## config.mk

```make
export PLATFORM = sky130hd
export DESIGN_NAME = bram0_loader_flat
export DESIGN_NICKNAME = d
export VERILOG_FILES = /design/src/rtl/bram0_loader_pkg.sv /design/src/rtl/bram0_loader_if.sv /design/src/rtl/bram0_loader_packer.sv /design/src/rtl/bram0_loader.sv /design/src/flat_wrapper.sv
export SDC_FILE = /design/constraint.sdc
export NUM_CORES = 1
export LEC_CHECK = 0
export BUFFER_PORTS_ARGS = -buffer_cell sky130_fd_sc_hd__buf_4
export CAP_MARGIN = 15
export CELL_PAD_IN_SITES_DETAIL_PLACEMENT = 1
export CELL_PAD_IN_SITES_GLOBAL_PLACEMENT = 2
export CORE_AREA = 5 5 163 165
export DETAILED_ROUTE_END_ITERATION = 10
export DIE_AREA = 0 0 168 170
export GPL_ROUTABILITY_DRIVEN = 0
export PLACE_DENSITY_LB_ADDON = 0.1
export SLEW_MARGIN = 20
export SYNTH_ARGS = -nofsm -noshare
export SYNTH_HDL_FRONTEND = slang
export SYNTH_SLANG_ARGS = --single-unit
```

## constraint.sdc

```tcl
create_clock -name clk -period 7.4 [get_ports clk]
set_clock_uncertainty 0.1 [all_clocks]
set_input_delay 1.48 -clock clk [delete_from_list [all_inputs] [get_ports clk]]
set_output_delay 1.48 -clock clk [all_outputs]
set_load 0.02 [all_outputs]
```

## src/rtl/bram0_loader_pkg.sv

```systemverilog
// loader_pkg: shared state encoding, row geometry and count clamp for the BRAM0 loader
package loader_pkg;
    localparam int CNT_BIT       = 31;
    localparam int BYTES_PER_ROW = 4;
    localparam int MEM_SIZE      = 256;

    typedef enum logic [1:0] {
        S_IDLE = 2'b00,
        S_RUN  = 2'b01,
        S_DONE = 2'b10
    } state_t;

    function automatic logic [CNT_BIT-1:0] clamp_count(input logic [CNT_BIT-1:0] c, input logic [CNT_BIT-1:0] limit);
        return (c > limit) ? limit : c;
    endfunction
endpackage

```

## src/rtl/bram0_loader_if.sv

```systemverilog
// bram0_loader_if: byte stream handshake plus BRAM0 write port of the loader
interface bram0_loader_if #(
    parameter int DWIDTH        = 32,
    parameter int AWIDTH        = 8,
    parameter int IN_DATA_WIDTH = 8
);
    logic                     s_valid_i;
    logic [IN_DATA_WIDTH-1:0] s_data_i;
    logic                     s_ready_o;
    logic [AWIDTH-1:0]        addr_b0_o;
    logic                     ce_b0_o;
    logic                     we_b0_o;
    logic [DWIDTH-1:0]        d_b0_o;

    modport master (
        input  s_valid_i, s_data_i,
        output s_ready_o, addr_b0_o, ce_b0_o, we_b0_o, d_b0_o
    );

    modport slave (
        output s_valid_i, s_data_i,
        input  s_ready_o, addr_b0_o, ce_b0_o, we_b0_o, d_b0_o
    );
endinterface

```

## src/rtl/bram0_loader_packer.sv

```systemverilog
// byte_packer: inserts bytes little-endian into a row and flags the push that completes it
module byte_packer
    import loader_pkg::*;
#(
    parameter int W     = 8,
    parameter int LANES = BYTES_PER_ROW
) (
    input  logic             clk,
    input  logic             reset_n,
    input  logic             clear_i,
    input  logic             push_i,
    input  logic [W-1:0]     data_i,
    output logic [W*LANES-1:0] row_o,
    output logic             row_valid_o
);
    localparam int LW = $clog2(LANES);

    logic [LW-1:0]      lane_q, lane_d;
    logic [W*LANES-1:0] row_q, row_d;

    assign row_valid_o = push_i && lane_q == LW'(LANES - 1);

    // row as it looks with the incoming byte dropped into its lane, so the completing push sees the full row
    always_comb begin
        row_o = row_q;
        row_o[W*lane_q +: W] = data_i;
        row_d = push_i ? row_o : row_q;
        lane_d = clear_i ? '0 : push_i ? lane_q + LW'(1) : lane_q;
    end

    // lane pointer and partial row storage
    always_ff @(posedge clk or negedge reset_n) begin
        if (!reset_n) begin
            lane_q <= '0;
            row_q  <= '0;
        end else begin
            lane_q <= lane_d;
            row_q  <= row_d;
        end
    end
endmodule

```

## src/rtl/bram0_loader.sv

```systemverilog
// bram0_loader: packs a byte stream into rows, writes them to BRAM0 and starts the accessor stage
module bram0_loader
    import loader_pkg::*;
#(
    parameter int CNT_BIT       = 31,
    parameter int DWIDTH        = 32,
    parameter int AWIDTH        = 8,
    parameter int MEM_SIZE      = 256,
    parameter int IN_DATA_WIDTH = 8
) (
    input  logic               clk,
    input  logic               reset_n,
    input  logic               start_load_i,
    input  logic [CNT_BIT-1:0] load_count_i,
    bram0_loader_if.master     bus,
    output logic               idle_o,
    output logic               run_o,
    output logic               done_o,
    output logic               start_run_o,
    output logic [CNT_BIT-1:0] run_count_o
);
    state_t             state_q, state_d;
    logic [CNT_BIT-1:0] cnt_q, cnt_d;
    logic [CNT_BIT-1:0] row_q, row_d;
    logic [CNT_BIT-1:0] run_count_q, run_count_d;
    logic [AWIDTH-1:0]  addr_q, addr_d;
    logic [DWIDTH-1:0]  data_q, data_d;
    logic               ce_q, ce_d;
    logic               take_start, ready, push, last_row_done, row_valid;
    logic [DWIDTH-1:0]  row;

    assign take_start    = state_q == S_IDLE && start_load_i;
    assign ready         = state_q == S_RUN && row_q < cnt_q;
    assign push          = bus.s_valid_i && ready;
    assign last_row_done = state_q == S_RUN && row_q == cnt_q;

    byte_packer #(.W(IN_DATA_WIDTH), .LANES(BYTES_PER_ROW)) u_packer (
        .clk         (clk),
        .reset_n     (reset_n),
        .clear_i     (take_start),
        .push_i      (push),
        .data_i      (bus.s_data_i),
        .row_o       (row),
        .row_valid_o (row_valid)
    );

    // next state, row bookkeeping and BRAM0 port values; RUN ends the cycle after the last row write
    always_comb begin
        state_d     = state_q == S_IDLE ? (start_load_i ? S_RUN : S_IDLE)
                    : state_q == S_RUN  ? (last_row_done ? S_DONE : S_RUN) : S_IDLE;
        cnt_d       = take_start ? clamp_count(load_count_i, CNT_BIT'(MEM_SIZE)) : cnt_q;
        row_d       = take_start ? '0 : row_valid ? row_q + CNT_BIT'(1) : row_q;
        run_count_d = last_row_done ? cnt_q : run_count_q;
        ce_d        = row_valid;
        addr_d      = row_valid ? row_q[AWIDTH-1:0] : addr_q;
        data_d      = row_valid ? row : data_q;
    end

    // state, counters and registered BRAM0 port
    always_ff @(posedge clk or negedge reset_n) begin
        if (!reset_n) begin
            state_q     <= S_IDLE;
            cnt_q       <= '0;
            row_q       <= '0;
            run_count_q <= '0;
            ce_q        <= 1'b0;
            addr_q      <= '0;
            data_q      <= '0;
        end else begin
            state_q     <= state_d;
            cnt_q       <= cnt_d;
            row_q       <= row_d;
            run_count_q <= run_count_d;
            ce_q        <= ce_d;
            addr_q      <= addr_d;
            data_q      <= data_d;
        end
    end

    assign bus.s_ready_o = ready;
    assign bus.ce_b0_o   = ce_q;
    assign bus.we_b0_o   = ce_q;
    assign bus.addr_b0_o = addr_q;
    assign bus.d_b0_o    = data_q;
    assign idle_o        = state_q == S_IDLE;
    assign run_o         = state_q == S_RUN;
    assign done_o        = state_q == S_DONE;
    assign start_run_o   = state_q == S_DONE && run_count_q != '0;
    assign run_count_o   = run_count_q;
endmodule

```

## src/flat_wrapper.sv

```systemverilog
// flat-port wrapper written by rule: the top's interface ports become plain ports
module bram0_loader_flat import loader_pkg::*;
#(
    parameter int CNT_BIT       = 31,
    parameter int DWIDTH        = 32,
    parameter int AWIDTH        = 8,
    parameter int MEM_SIZE      = 256,
    parameter int IN_DATA_WIDTH = 8
)
  (clk, reset_n, start_load_i, load_count_i, idle_o, run_o, done_o, start_run_o, run_count_o, bus_s_valid_i, bus_s_data_i, bus_s_ready_o, bus_addr_b0_o, bus_ce_b0_o, bus_we_b0_o, bus_d_b0_o);
  bram0_loader_if #(.DWIDTH(DWIDTH), .AWIDTH(AWIDTH), .IN_DATA_WIDTH(IN_DATA_WIDTH)) bus_i ();
  input  logic clk;
  input  logic reset_n;
  input  logic start_load_i;
  input  logic [CNT_BIT-1:0] load_count_i;
  output logic idle_o;
  output logic run_o;
  output logic done_o;
  output logic start_run_o;
  output logic [CNT_BIT-1:0] run_count_o;
  input wire logic [$bits(bus_i.s_valid_i)-1:0] bus_s_valid_i;
  input wire logic [$bits(bus_i.s_data_i)-1:0] bus_s_data_i;
  output wire logic [$bits(bus_i.s_ready_o)-1:0] bus_s_ready_o;
  output wire logic [$bits(bus_i.addr_b0_o)-1:0] bus_addr_b0_o;
  output wire logic [$bits(bus_i.ce_b0_o)-1:0] bus_ce_b0_o;
  output wire logic [$bits(bus_i.we_b0_o)-1:0] bus_we_b0_o;
  output wire logic [$bits(bus_i.d_b0_o)-1:0] bus_d_b0_o;
  assign bus_i.s_valid_i = bus_s_valid_i;
  assign bus_i.s_data_i = bus_s_data_i;
  assign bus_s_ready_o = bus_i.s_ready_o;
  assign bus_addr_b0_o = bus_i.addr_b0_o;
  assign bus_ce_b0_o = bus_i.ce_b0_o;
  assign bus_we_b0_o = bus_i.we_b0_o;
  assign bus_d_b0_o = bus_i.d_b0_o;
  bram0_loader #(.CNT_BIT(CNT_BIT), .DWIDTH(DWIDTH), .AWIDTH(AWIDTH), .MEM_SIZE(MEM_SIZE), .IN_DATA_WIDTH(IN_DATA_WIDTH)) u_core (.clk(clk), .reset_n(reset_n), .start_load_i(start_load_i), .load_count_i(load_count_i), .bus(bus_i), .idle_o(idle_o), .run_o(run_o), .done_o(done_o), .start_run_o(start_run_o), .run_count_o(run_count_o));
endmodule
```

Word level (Yosys, flattened, before mapping)
Cells that the tools add are included.
{ "totals": {"reg_bits": 170, "input_bits": 43} }
{ "op_classes": {"muxes": 10, "magnitude_cmp": 2, "eq_ne": 4, "add_sub_neg": 3, "reduce_logical": 10, "shift": 2} }
{ "ops": {"columns": ["operator", "count"], "rows": [
  ["31-bit 2-to-1 mux", 3],
  ["5-bit negation with 34-bit output", 1],
  ["8-bit by 34-bit variable shift with 32-bit output (first input constant)", 1],
  ["8-bit by 34-bit variable part select with 32-bit output", 1],
  ["32-bit bitwise mux", 1],
  ["31-bit by 1-bit adder with 31-bit output (second input constant)", 1],
  ["31-bit equality test", 1],
  ["31-bit by 9-bit > comparator with 1-bit output (second input constant)", 1],
  ["31-bit less-than comparator", 1],
  ["31-bit nonzero test", 1],
  ["2-bit 2-to-1 mux", 5],
  ["1-bit logical AND", 6],
  ["2-bit equality test (second input constant)", 2],
  ["2-bit nonzero test", 2],
  ["2-bit by 1-bit adder with 2-bit output (second input constant)", 1],
  ["2-bit by 1-bit equality test with 1-bit output (second input constant)", 1],
  ["2-bit zero test", 1],
  ["1-bit 2-to-1 mux", 1]
]} }

Logic depth before layout (Yosys ltp)
{ "depth": {"ltp_word": 6, "depth_mapped": 12} }

By module
From an unflattened synthesis, not the netlist that was laid out.
{ "unflattened": {"cells_unflattened": 722, "hier_area_um2": 8333.0} }
{ "modules_own_cells": {"columns": ["module", "instances", "seq_area_each_um2", "cells_per_inst", "area_each_um2"], "rows": [
  ["bram0_loader", 1, 3403.3, 529, 6328.6],
  ["byte_packer", 1, 850.8, 193, 2004.4]
]} }

Worst setup path before layout
Ideal clock, no wire load.
{ "synth_timing": {"path_type": "flip-flop to output port", "from": "reg u_core.row_q[29]", "to": "out bus_s_ready_o", "n_path_buf": 1, "setup_slack_ns": 3.849, "t_required_ns": 5.820, "t_arrival_ns": 1.971, "path_stages_with_launch": 8, "path_cell_list": "dfrtp_1 > ha_1 > nand4_2 > nor4_4 > nand4_1 > a31oi_2 > buf_2 > nor2_1"} }
{ "synth_via": {"elab_chain_cells": 2} }
{ "synth_lines": {"columns": ["item", "line_no", "text"], "rows": [
  ["start, declared", "bram0_loader.sv:24", "logic [CNT_BIT-1:0] row_q, row_d;"],
  ["start signal, assigned", "bram0_loader.sv:72", "row_q <= row_d;"],
  ["31-bit less-than comparator", "bram0_loader.sv:33", "assign ready = state_q == S_RUN && row_q < cnt_q;"],
  ["1-bit logical AND", "bram0_loader.sv:33", null],
  ["end, declared", "flat_wrapper.sv:23", "output wire logic [$bits(bus_i.s_ready_o)-1:0] bus_s_ready_o;"]
]} }
Every way passes these cells.

Worst setup path after layout
Ends and elaborated chain as after synthesis.

==> impl_summary.md <==
Logic synthesis
The number of synthesized flops with an enable pin is 0. The share of the synthesized netlist area taken by xor and xnor gates is 0.461%. Ranked by total cell area, the synthesized netlist is headed by sky130_fd_sc_hd__dfrtp_1 (53%), sky130_fd_sc_hd__ha_1 (6.1%), sky130_fd_sc_hd__nand2_1 (4.8%). Each instance of the synthesized netlist takes up on average 9.93 sq um. The largest area contributor in the netlist is sky130_fd_sc_hd__dfrtp_1. The top-area cell type share of the netlist area is 53.4%. The dominant combinational cell family by area after synthesis is simple AND/OR/NAND/NOR gates.

The most used flip-flop cell after synthesis is sky130_fd_sc_hd__dfrtp_1. The cell count after synthesis came out at 765. Yosys printed 0 warnings. Multiplexer cells account for 0.198% of the synthesized area. Sequential cells were found to cover 53.4% of the synthesized design area. The adder-cell area share of the yosys netlist is 6.10%. After synthesis, the share of flip-flops with an asynchronous set or reset is 100%.

Summing the areas of all compound-gate instances in the mapped netlist gives 15.4% of the synthesized area. The number of distinct standard cells referenced by the synthesized netlist is 51. The post-synthesis share of cell area spent on and, or, nand and nor gates is 18.9%. Summing every instance area after synthesis gives 7590 sq um.

The post-synth net total is 845. The synthesized design contains 162 register bits.

Clock tree
CTS saw 162 sinks. The number of buffers between clock root and the deepest sink is 2. In this run, post-CTS hold repair placed 0 buffers. The tree is rooted in a sky130_fd_sc_hd__clkbuf_16. The number of instances resized during post-cts repair is 0. After clock tree synthesis, the clock-pin slew on the worst setup and hold paths is 0.07 ns. The number of buffers created by CTS is 17. The clock latency reported for the late side of the worst-skew pair is 0.43 ns.

TritonCTS built the clock tree. The count of buffers added by post-CTS timing repair for setup is 0. The total number of H-tree levels is 4.

Critical path
The kind of end point of the critical path is a primary output. For the worst flop-to-flop path, the logic depth is 10. In this run the critical register-to-register path is captured at u_core.row_q[11]. The setup slack of the most critical reg-to-reg path is 3.96 ns. The endpoint required time on the critical path is 5.82 ns. The worst register-to-register path begins at u_core.row_q[29]. The critical path is of the reg -> out type. Of all nets on the critical path, the largest fanout is 12. Data on the critical path arrives at its endpoint at 3.02 ns. The worst setup path is launched from a register.

Global route
The number of global-route vias before repair is 6650. Across every metal layer, demand over resource in global routing totals 15.9%. The number of antenna violations at the first check in global routing is 0. Global routing finished with a remaining overflow of 0. Entering global routing, the biggest net connects 83 pins. The first global-routing pass estimated 36500 microns of wire.

Min path
The number of stages on the worst hold path is 2. The beginning of the worst hold path is u_core.bus.addr_b0_o[6]. The worst hold-check path type is reg -> reg. The endpoint of the worst hold path is u_core.bus.addr_b0_o[6].

Detailed routing
The count of nets left with antenna violations once routing finished came out at 0. After detailed routing, the number of remaining DRC violations is 0. In the final routed layout, each cell accounts on average for 18.5 microns. In this run, the number of DRC markers left after iteration 0 of detailed routing was 264.

The first detailed-routing pass took 4 iterations. After detailed routing, the number of vias per cell comes to 5.06. The via count of the routed design is 6135. The routed design has 22400 microns of wire.

Placement
The placed instances occupy a cell area of 8710 sq um. The HPWL after detailed placement is 16000 microns. Input and output buffers added on the ports amount to 120.

Power
The maximum resistive drop on vdd is 0.000144 V. For this design the static power due to leakage is 4.65 nW. The clock network accounts for 32.1% of the total power. The power per unit of standard cell area is 295 nW/um^2.

The part of the power in combinational logic is 26.4%. The net switching power is 0.000940 W. The proportion of total power due to net switching is 34.2%. The register share of total power is 41.6%. The design draws 0.00275 W.

The internal portion of the total power is 0.00181 W.

Final layout
The area growth from synthesis to layout is 22.4%. The number of fill cells is 2841. At the end of the flow, the number of nets in the layout was 949. At the end of the flow the core is filled with cells to 37.3%. In the layout the commonest cells are sky130_fd_sc_hd__dfrtp_1 (162), sky130_fd_sc_hd__buf_4 (124), sky130_fd_sc_hd__nand2_1 (98). The number of antenna diodes in the final layout is 0. In the final layout, the share of cells above drive strength 1 is 19.2%. The post-layout instance area is 9290 sq um.

Leaving out fill and tap cells, the most frequent cell in the layout is sky130_fd_sc_hd__dfrtp_1.

Timing
The final count of hold timing violations was 0. Counting I/O delays and the setup requirement, the final critical path takes 4.60 ns. For the final routed database, the setup TNS stands at 0 ns.

The number of pins with negative max-slew slack in the final report is 0. The total setup violations reported at the end of the flow is 0. The slew at the pin closest to its max-slew limit is 1.08 ns. Setup repair after global routing left no endpoint under its margin. In this run the tightest slew margin relative to its limit is 27.5%.

The timing-limited maximum frequency is 217 MHz. In the finished design, the share of the clock period the worst path needs comes to 62.2%.

Die
The core region is 24900 sq um. The number of primary I/O pins is 121. The floorplan step set the die width to 168 microns. The die covers 28600 sq um.

The floorplan has 58 rows. The die outline height is 170 microns. Once the floorplan was initialized, standard cells occupied 30.5% of the core.

Run
The tool flagged a number of max-cap violations equal to 0.

Status
The flow ran to the end, and the final reports show no timing, DRC or antenna violations.
synthesized netlist by cell type, types with 2 or more instances:
cell and n:
sky130_fd_sc_hd__a21o_1 7, sky130_fd_sc_hd__a21oi_1 21, sky130_fd_sc_hd__a221o_1 7, sky130_fd_sc_hd__a221oi_1 24, sky130_fd_sc_hd__a22o_1 32, sky130_fd_sc_hd__and2_1 11, sky130_fd_sc_hd__and3_1 13, sky130_fd_sc_hd__and4_1 5
sky130_fd_sc_hd__buf_1 9, sky130_fd_sc_hd__buf_2 19, sky130_fd_sc_hd__buf_4 2, sky130_fd_sc_hd__buf_6 8, sky130_fd_sc_hd__clkbuf_1 3, sky130_fd_sc_hd__dfrtp_1 162, sky130_fd_sc_hd__ha_1 37, sky130_fd_sc_hd__inv_1 46
sky130_fd_sc_hd__nand2_1 98, sky130_fd_sc_hd__nand3_1 22, sky130_fd_sc_hd__nand3b_1 2, sky130_fd_sc_hd__nand4_1 10, sky130_fd_sc_hd__nor2_1 86, sky130_fd_sc_hd__nor2b_1 2, sky130_fd_sc_hd__nor3_1 21, sky130_fd_sc_hd__nor4_1 14
sky130_fd_sc_hd__nor4b_1 2, sky130_fd_sc_hd__o21ai_0 35, sky130_fd_sc_hd__o21ai_1 31, sky130_fd_sc_hd__o31ai_1 3, sky130_fd_sc_hd__or3_1 8, sky130_fd_sc_hd__xnor2_1 4
power by group through the flow:
stage	Clock, W	Combinational, W	Sequential [W]
detailed placement	0	0.000738	0.00116
finish	0.000881	0.000724	0.00114
global placement	0	0.000719	0.00115
global route	0.000951	0.000795	0.00116
floorplan	0	0.000335	0.00125
CTS	0.000910	0.000738	0.00114
worst max-delay path by stage:
| stage | from | endpoint | slack, ns | cells past startpoint |
|---|---|---|---|---|
| 2_1_floorplan | u_core.row_q[29] | bus_s_ready_o | 3.85 | 7 |
| 3_3_place_gp | u_core.row_q[29] | bus_s_ready_o | 3.27 | 7 |
| 3_5_place_dp | u_core.row_q[29] | bus_s_ready_o | 3.23 | 7 |
| 4_1_cts | u_core.row_q[29] | bus_s_ready_o | 2.74 | 7 |
| 5_1_grt | u_core.row_q[27] | bus_s_ready_o | 2.60 | 7 |
| 6_report | u_core.row_q[29] | bus_s_ready_o | 2.80 | 7 |
layer usage:
metal	vias up	part of all wire, %	track usage [%]
met3	15	3.5	3.00
met1	3095	46	21.4
met4	0	0.98	3.85
li1	2912	-	-
met2	113	49	26.8
met5	-	0	0
area by class of cell:
cell class              instances  area (sq um)  share of cell area, %
clock inverters                14           140                   1.51
repair buffers                126           953                   10.3
multi-input cells             514          3110                   33.5
clock buffers                  18           439                   4.73
flip-flops and latches        162          4050                   43.6
well taps                     330           413                   4.44
inverters                      48           180                   1.94
logic make-up after synthesis:
logic type	Yosys count
flops	162
mux	1
xor+xnor	4
compound gates	170
buf+inv	89
simple gates	302
fa+ha+maj	37
registers in the layout (all words and copies together) (netlist names):
name,count
u_core.bus.d_b0_o,32
u_core.state_q,2
u_core.bus.addr_b0_o,8
u_core.row_q,31
u_core.cnt_q,31
u_core.u_packer.lane_q,2
u_core.bus.ce_b0_o,1
u_core.u_packer.row_q,24
u_core.run_count_o,31
worst max-delay path, stage by stage (launching register included):
cell and delay [ns]:
sky130_fd_sc_hd__dfrtp_1 0.43, sky130_fd_sc_hd__ha_1 0.36, sky130_fd_sc_hd__nand4_2 0.18, sky130_fd_sc_hd__nor4_4 0.37, sky130_fd_sc_hd__nand4_1 0.22, sky130_fd_sc_hd__a31oi_2 0.65, sky130_fd_sc_hd__nor2_1 0.18, sky130_fd_sc_hd__buf_4 0.21
through the flow:
stage | hold slack [ns] | instances | worst slack [ns]
2_1_floorplan | 0.366 | 765 | 3.85
3_3_place_gp | 0.371 | 1180 | 3.27
3_5_place_dp | 0.382 | 1180 | 3.23
4_1_cts | 0.404 | 1212 | 2.74
5_1_grt | 0.417 | 1212 | 2.60
6_report | 0.395 | 1212 | 2.80
Power figures use the tool's default switching activity.
